**src/rtl/gl_fb_writer.sv**
```systemverilog
// Framebuffer writer: drains the rasterizer pixel FIFO and writes each pixel
// to the framebuffer at y*RES_W + x, or fills the whole framebuffer with
// CLEAR_COLOR on request.
//
// Handshakes:
//   FIFO side  - rd_en pops one word; that word is on rd_data the following
//                cycle. rd_en is only raised in IDLE with empty=0, so at most
//                one word is ever in flight.
//   FB side    - fb_we/fb_addr/fb_data are registered and stay stable until
//                the cycle where fb_we && fb_ready, which is the transfer.
//
// State is visible as the enum `state`; busy mirrors (state != IDLE).
module gl_fb_writer #(
  parameter int          RES_W       = 640,
  parameter int          RES_H       = 480,
  parameter int          ADDR_W      = 19,
  parameter logic [17:0] CLEAR_COLOR = 18'h00000
) (
  input  logic              clk,
  input  logic              rst,
  input  logic              empty,
  output logic              rd_en,
  input  logic [95:0]       rd_data,
  output logic [ADDR_W-1:0] fb_addr,
  output logic [17:0]       fb_data,
  output logic              fb_we,
  input  logic              fb_ready,
  input  logic              clear_req,
  output logic              busy,
  output logic [31:0]       pixel_count,
  output logic [15:0]       drop_count
);

  typedef enum logic [1:0] {
    IDLE  = 2'd0,
    FETCH = 2'd1,
    WRITE = 2'd2,
    CLEAR = 2'd3
  } state_t;

  state_t state;

  // Last framebuffer address; the clear sweep stops after this one is accepted.
  localparam logic [ADDR_W-1:0] LAST_ADDR = ADDR_W'(RES_W * RES_H - 1);
  localparam logic [ADDR_W-1:0] ROW_PITCH = ADDR_W'(RES_W);
  // Bounds one bit wider than the decoded fields so RES_W=1024 / RES_H=512 still compare correctly.
  localparam logic [10:0]       X_LIMIT   = 11'(RES_W);
  localparam logic [9:0]        Y_LIMIT   = 10'(RES_H);

  logic [9:0]        px_x;
  logic [8:0]        px_y;
  logic [17:0]       px_rgb;
  logic              px_legal;
  logic [ADDR_W-1:0] px_addr;

  // Bits of the FIFO word that carry nothing for this block.
  logic unused_bits;
  assign unused_bits = ^{rd_data[95:90], rd_data[79:73], rd_data[63:56],
                         rd_data[49:48], rd_data[41:40], rd_data[33:0]};

  // Decode the word presented on rd_data and form its linear address.
  always_comb begin
    px_x     = rd_data[89:80];
    px_y     = rd_data[72:64];
    px_rgb   = {rd_data[55:50], rd_data[47:42], rd_data[39:34]};
    px_legal = ({1'b0, px_x} < X_LIMIT) && ({1'b0, px_y} < Y_LIMIT);
    px_addr  = ADDR_W'(px_y) * ROW_PITCH + ADDR_W'(px_x);
  end

  // Pop strobe: decided in the IDLE cycle itself so the word lands in FETCH
  // one cycle later, giving the 3-cycle pixel cadence. A pending clear wins.
  assign rd_en = !rst && (state == IDLE) && !empty && !clear_req;

  assign busy = (state != IDLE);

  // Main sequencer: pixel fetch/write path, clear sweep and counters.
  always_ff @(posedge clk) begin
    if (rst) begin
      state       <= IDLE;
      fb_addr     <= '0;
      fb_data     <= '0;
      fb_we       <= 1'b0;
      pixel_count <= '0;
      drop_count  <= '0;
    end else begin
      case (state)
        IDLE: begin
          if (clear_req) begin
            fb_addr <= '0;
            fb_data <= CLEAR_COLOR;
            fb_we   <= 1'b1;
            state   <= CLEAR;
          end else if (!empty) begin
            state <= FETCH;
          end
        end

        FETCH: begin
          if (px_legal) begin
            fb_addr <= px_addr;
            fb_data <= px_rgb;
            fb_we   <= 1'b1;
            state   <= WRITE;
          end else begin
            if (drop_count != 16'hFFFF) begin
              drop_count <= drop_count + 16'd1;
            end
            state <= IDLE;
          end
        end

        WRITE: begin
          if (fb_ready) begin
            fb_we       <= 1'b0;
            pixel_count <= pixel_count + 32'd1;
            state       <= IDLE;
          end
        end

        CLEAR: begin
          if (fb_ready) begin
            if (fb_addr == LAST_ADDR) begin
              fb_we <= 1'b0;
              state <= IDLE;
            end else begin
              fb_addr <= fb_addr + 1'b1;
            end
          end
        end

        default: state <= IDLE;
      endcase
    end
  end

endmodule

```
**config.mk**
```make
export PLATFORM = sky130hd
export DESIGN_NAME = gl_fb_writer
export DESIGN_NICKNAME = d
export VERILOG_FILES = /design/src/rtl/gl_fb_writer.sv
export SDC_FILE = /design/constraint.sdc
export NUM_CORES = 1
export LEC_CHECK = 0
export BUFFER_PORTS_ARGS = -buffer_cell sky130_fd_sc_hd__buf_2
export CAP_MARGIN = 20
export CORE_ASPECT_RATIO = 1.2
export CORE_UTILIZATION = 45
export CTS_CLUSTER_SIZE = 30
export DETAILED_ROUTE_END_ITERATION = 12
export GPL_TIMING_DRIVEN = 0
export HOLD_SLACK_MARGIN = 0.15
export PLACE_DENSITY = 0.77
export SLEW_MARGIN = 10
export SYNTH_ARGS = -nofsm -noshare
export SYNTH_HDL_FRONTEND = slang
export SYNTH_SLANG_ARGS = --single-unit
```
**constraint.sdc**
```tcl
create_clock -name clk -period 3.3 [get_ports clk]
set_input_delay 0.66 -clock clk [delete_from_list [all_inputs] [get_ports clk]]
set_output_delay 0.66 -clock clk [all_outputs]
set_load 0.02 [all_outputs]
```
==> metrics.txt <==
# rows 41; Least-Margin Pin Slew 0.861 ns; commonest cells in the synthesized netlist dfxtp_1 (88), nor2_1 (68), nand2_1 (62); root buffer cell clkbuf_16; antenna-violating nets left 0; syn_nets 728; Post-Syn Instances 605; PwrDens 444 nW/µm²; P_leak 0.00252 µW; post-synthesis simple-gate area fraction 27.3%; Power Internal 1890 µW; worst skew pair latency 0.33 ns; post-synth top area share 35.9%; Crit-path slowest cell fa_1; critical path launch point type input port; clock sink count 88; min Tclk post-route 3.11 ns; fin crit share 94.1%; final net count 868; Min-Delay Endpoint fb_data[10]; WP buf/inv 1; Seq/Total Area, Yosys 35.9%; post-CTS sizing 0; Max Root-Sink Buffers 2; drt wl/cell 16.0 µm; sw frac 29.5%; initial antenna violation count 0; first drt pass iteration count 4; DR vias/cell 5.78; hold slack final 0.453 ns; global route overflow 0; R2R cell count 6; CTS Hold Bufs 0; max-slew violation count 0; Clock transition at path regs 0.06 ns; Starting Density 46.5%; Vias 5,081; die footprint 11,300 µm²; CTS H-tree lvls 3; WL final 14,000 µm; Adder-Cell Fraction of Synth Area 6.11%; WHS Path Cells 2; total placed cells including tap cells 863; post-route non-filler standard cell count 879; Main synth FF type dfxtp_1; Arr. time, crit path 3.32 ns; combinational share of power 19.3%; xor and xnor area share after synthesis 9.27%; Hold Crit Class flip-flop to flip-flop; hold path start fb_data[10]; setup violators final 0; Post-route DRC 0; top-count cell post-synth dfxtp_1; post-synthesis mux area share 1.04%; EDFF count, synth 0; Top Family by Delay on Critical Path compound AO/OA/AOI/OAI gates; share of cells above drive strength 1 20.8%; RSZ-0062 raised after global routing no; Synth Warn # 0; Ant. Diodes 0; IO Port Bufs 129; reg2reg end fb_data[6]; gpl congestion 0.894; Worst EP required 3.51 ns; Seq cells post-synth 88; sequential power share 42.2%; compound-gate portion of the synthesized area 17.1%; Slew HR 42.6%; Max-Cap Viols 0; Post-CTS Setup Bufs 0; Crit Path Category input port to flip-flop; Die Span X 97.4 µm; Sw Pwr 789 µW; largest net degree at the start of global routing 15; Synth area leaders dfxtp_1 (36%), xnor2_1 (5.5%), nor2_1 (5.2%); Crit path top cell by count ha_1; clock tree from TritonCTS done; Max Fclk 322 MHz; drt initial violations 149; ys async rst share 0%; dpl hpwl 10,600 µm; Layout area overhead 22.5%; Synth cell types 59; total power 2680 µW; Layout Skew 0.00873 ns; vias in the first global route 4,914; maximum fanout along the worst path 4; first-pass GRT wire length 22,400 µm; CTS Buf Count 9; outcome completed; Cell Area, Synth 4910 µm²; final hold vios 0; crit end category flip-flop; Synth area leader dfxtp_1; Die Span Y 116 µm; clock share of power 38.5%; IO Count 189; largest family of logic cells by synthesized area simple AND/OR/NAND/NOR gates; total track usage 24.3%; Max rail drop VDD 0.000249 V; worst path cell trace buf_2 -> ha_1 -> ha_1 -> fa_1 -> a21o_1 -> a221oi_1 -> xnor2_1 -> o32a_1 -> or3_1; CORE AREA 10,600 µm²; largest stage delay on the critical path 0.44 ns; Mean Syn Cell Area 8.12 µm²; worst r2r src state[0]; Worst R2R Setup Slack 0.76 ns
## placed cells by master, fill, tap and decap left out, drive strengths merged, types with 3 or more instances in the layout
master	instances
nor3	14
a221oi	4
clkbuf	29
or3	12
a22o	3
mux2i	4
xnor2	31
dfxtp	88
a21o	6
a21oi	48
buf	136
nor4	9
ha	20
nor2	68
xor2	21
a22oi	3
and3	13
or4	3
a31oi	5
and2	8
o21ai	28
nand3	42
o211ai	5
nand2	62
inv	14
nand2b	4
nand4	17
a211oi	10
and4	10
## sequential cells by signal (all words and copies together) (netlist names)
signal	cells
pixel_count	32
fb_addr	19
state	2
drop_count	16
fb_we	1
fb_data	18
## power by group through the flow
stage	clock network, µW	logic (µW)	registers [µW]
6_report	1030	517	1130
5_1_grt	1080	565	1130
4_1_cts	1050	512	1130
3_5_place_dp	0	508	1150
3_3_place_gp	0	493	1150
2_1_floorplan	0	314	1180
## worst max-delay path by stage
| stage | start | endpoint | slack [ns] | cells past startpoint |
|---|---|---|---|---|
| 2_1_floorplan | rd_data[65] | fb_addr[17] | 0.19 | 8 |
| 3_3_place_gp | rd_data[65] | fb_addr[17] | -0.11 | 9 |
| 3_5_place_dp | rd_data[65] | fb_addr[17] | -0.13 | 9 |
| 4_1_cts | rd_data[65] | fb_addr[17] | 0.20 | 9 |
| 5_1_grt | rd_data[65] | fb_addr[17] | 0.1 | 9 |
| 6_report | rd_data[65] | fb_addr[17] | 0.19 | 9 |
## worst register-to-register path: stages (launching register included)
cell and delay [ns]:
dfxtp_1 0.43, clkbuf_1 0.42, nand3_1 0.20, a21oi_1 0.71, clkbuf_1 0.40, nand3_1 0.14, a21oi_1 0.17
## stage by stage
| step | setup TNS, ns | setup WS [ns] | utilization [%] | instance area, µm² |
|---|---|---|---|---|
| floorplan | 0 | 0.194 | - | 4910 |
| global placement | -0.111 | -0.111 | 54.1 | 5720 |
| detailed placement | -0.133 | -0.133 | 54.1 | 5720 |
| CTS | 0 | 0.203 | 57.0 | 6020 |
| global route | 0 | 0.0977 | 57.0 | 6020 |
| finish | 0 | 0.193 | 57.0 | 6020 |
## final cells by class
cell class              instances  area [µm²]
plain buffers                  24         108
flip-flops and latches         88        1760
clock buffers                  12         246
well taps                     129         161
fillers                       971        4550
inverters                      15        56.3
repair buffers                129         646
multi-input cells             478        2990
clock inverters                 4        53.8
## cell families (layout without fill, tap and decap cells)
family | count (synthesis) | count (layout)
buf+inv | 39 | 184
flops | 88 | 88
mux | 5 | 5
fa+ha+maj | 23 | 23
compound gates | 129 | 129
simple gates | 269 | 269
xor+xnor | 52 | 52
## layer usage
metal | vias to the layer above | share of wire (%) | global-route usage [%]
met4 | 0 | 3.4 | 12.6
met2 | 169 | 50 | 44.4
met3 | 38 | 5.0 | 3.95
li1 | 2454 | - | -
met5 | - | 0 | 0
met1 | 2420 | 41 | 27.5
(Power assumes the default switching activity.)
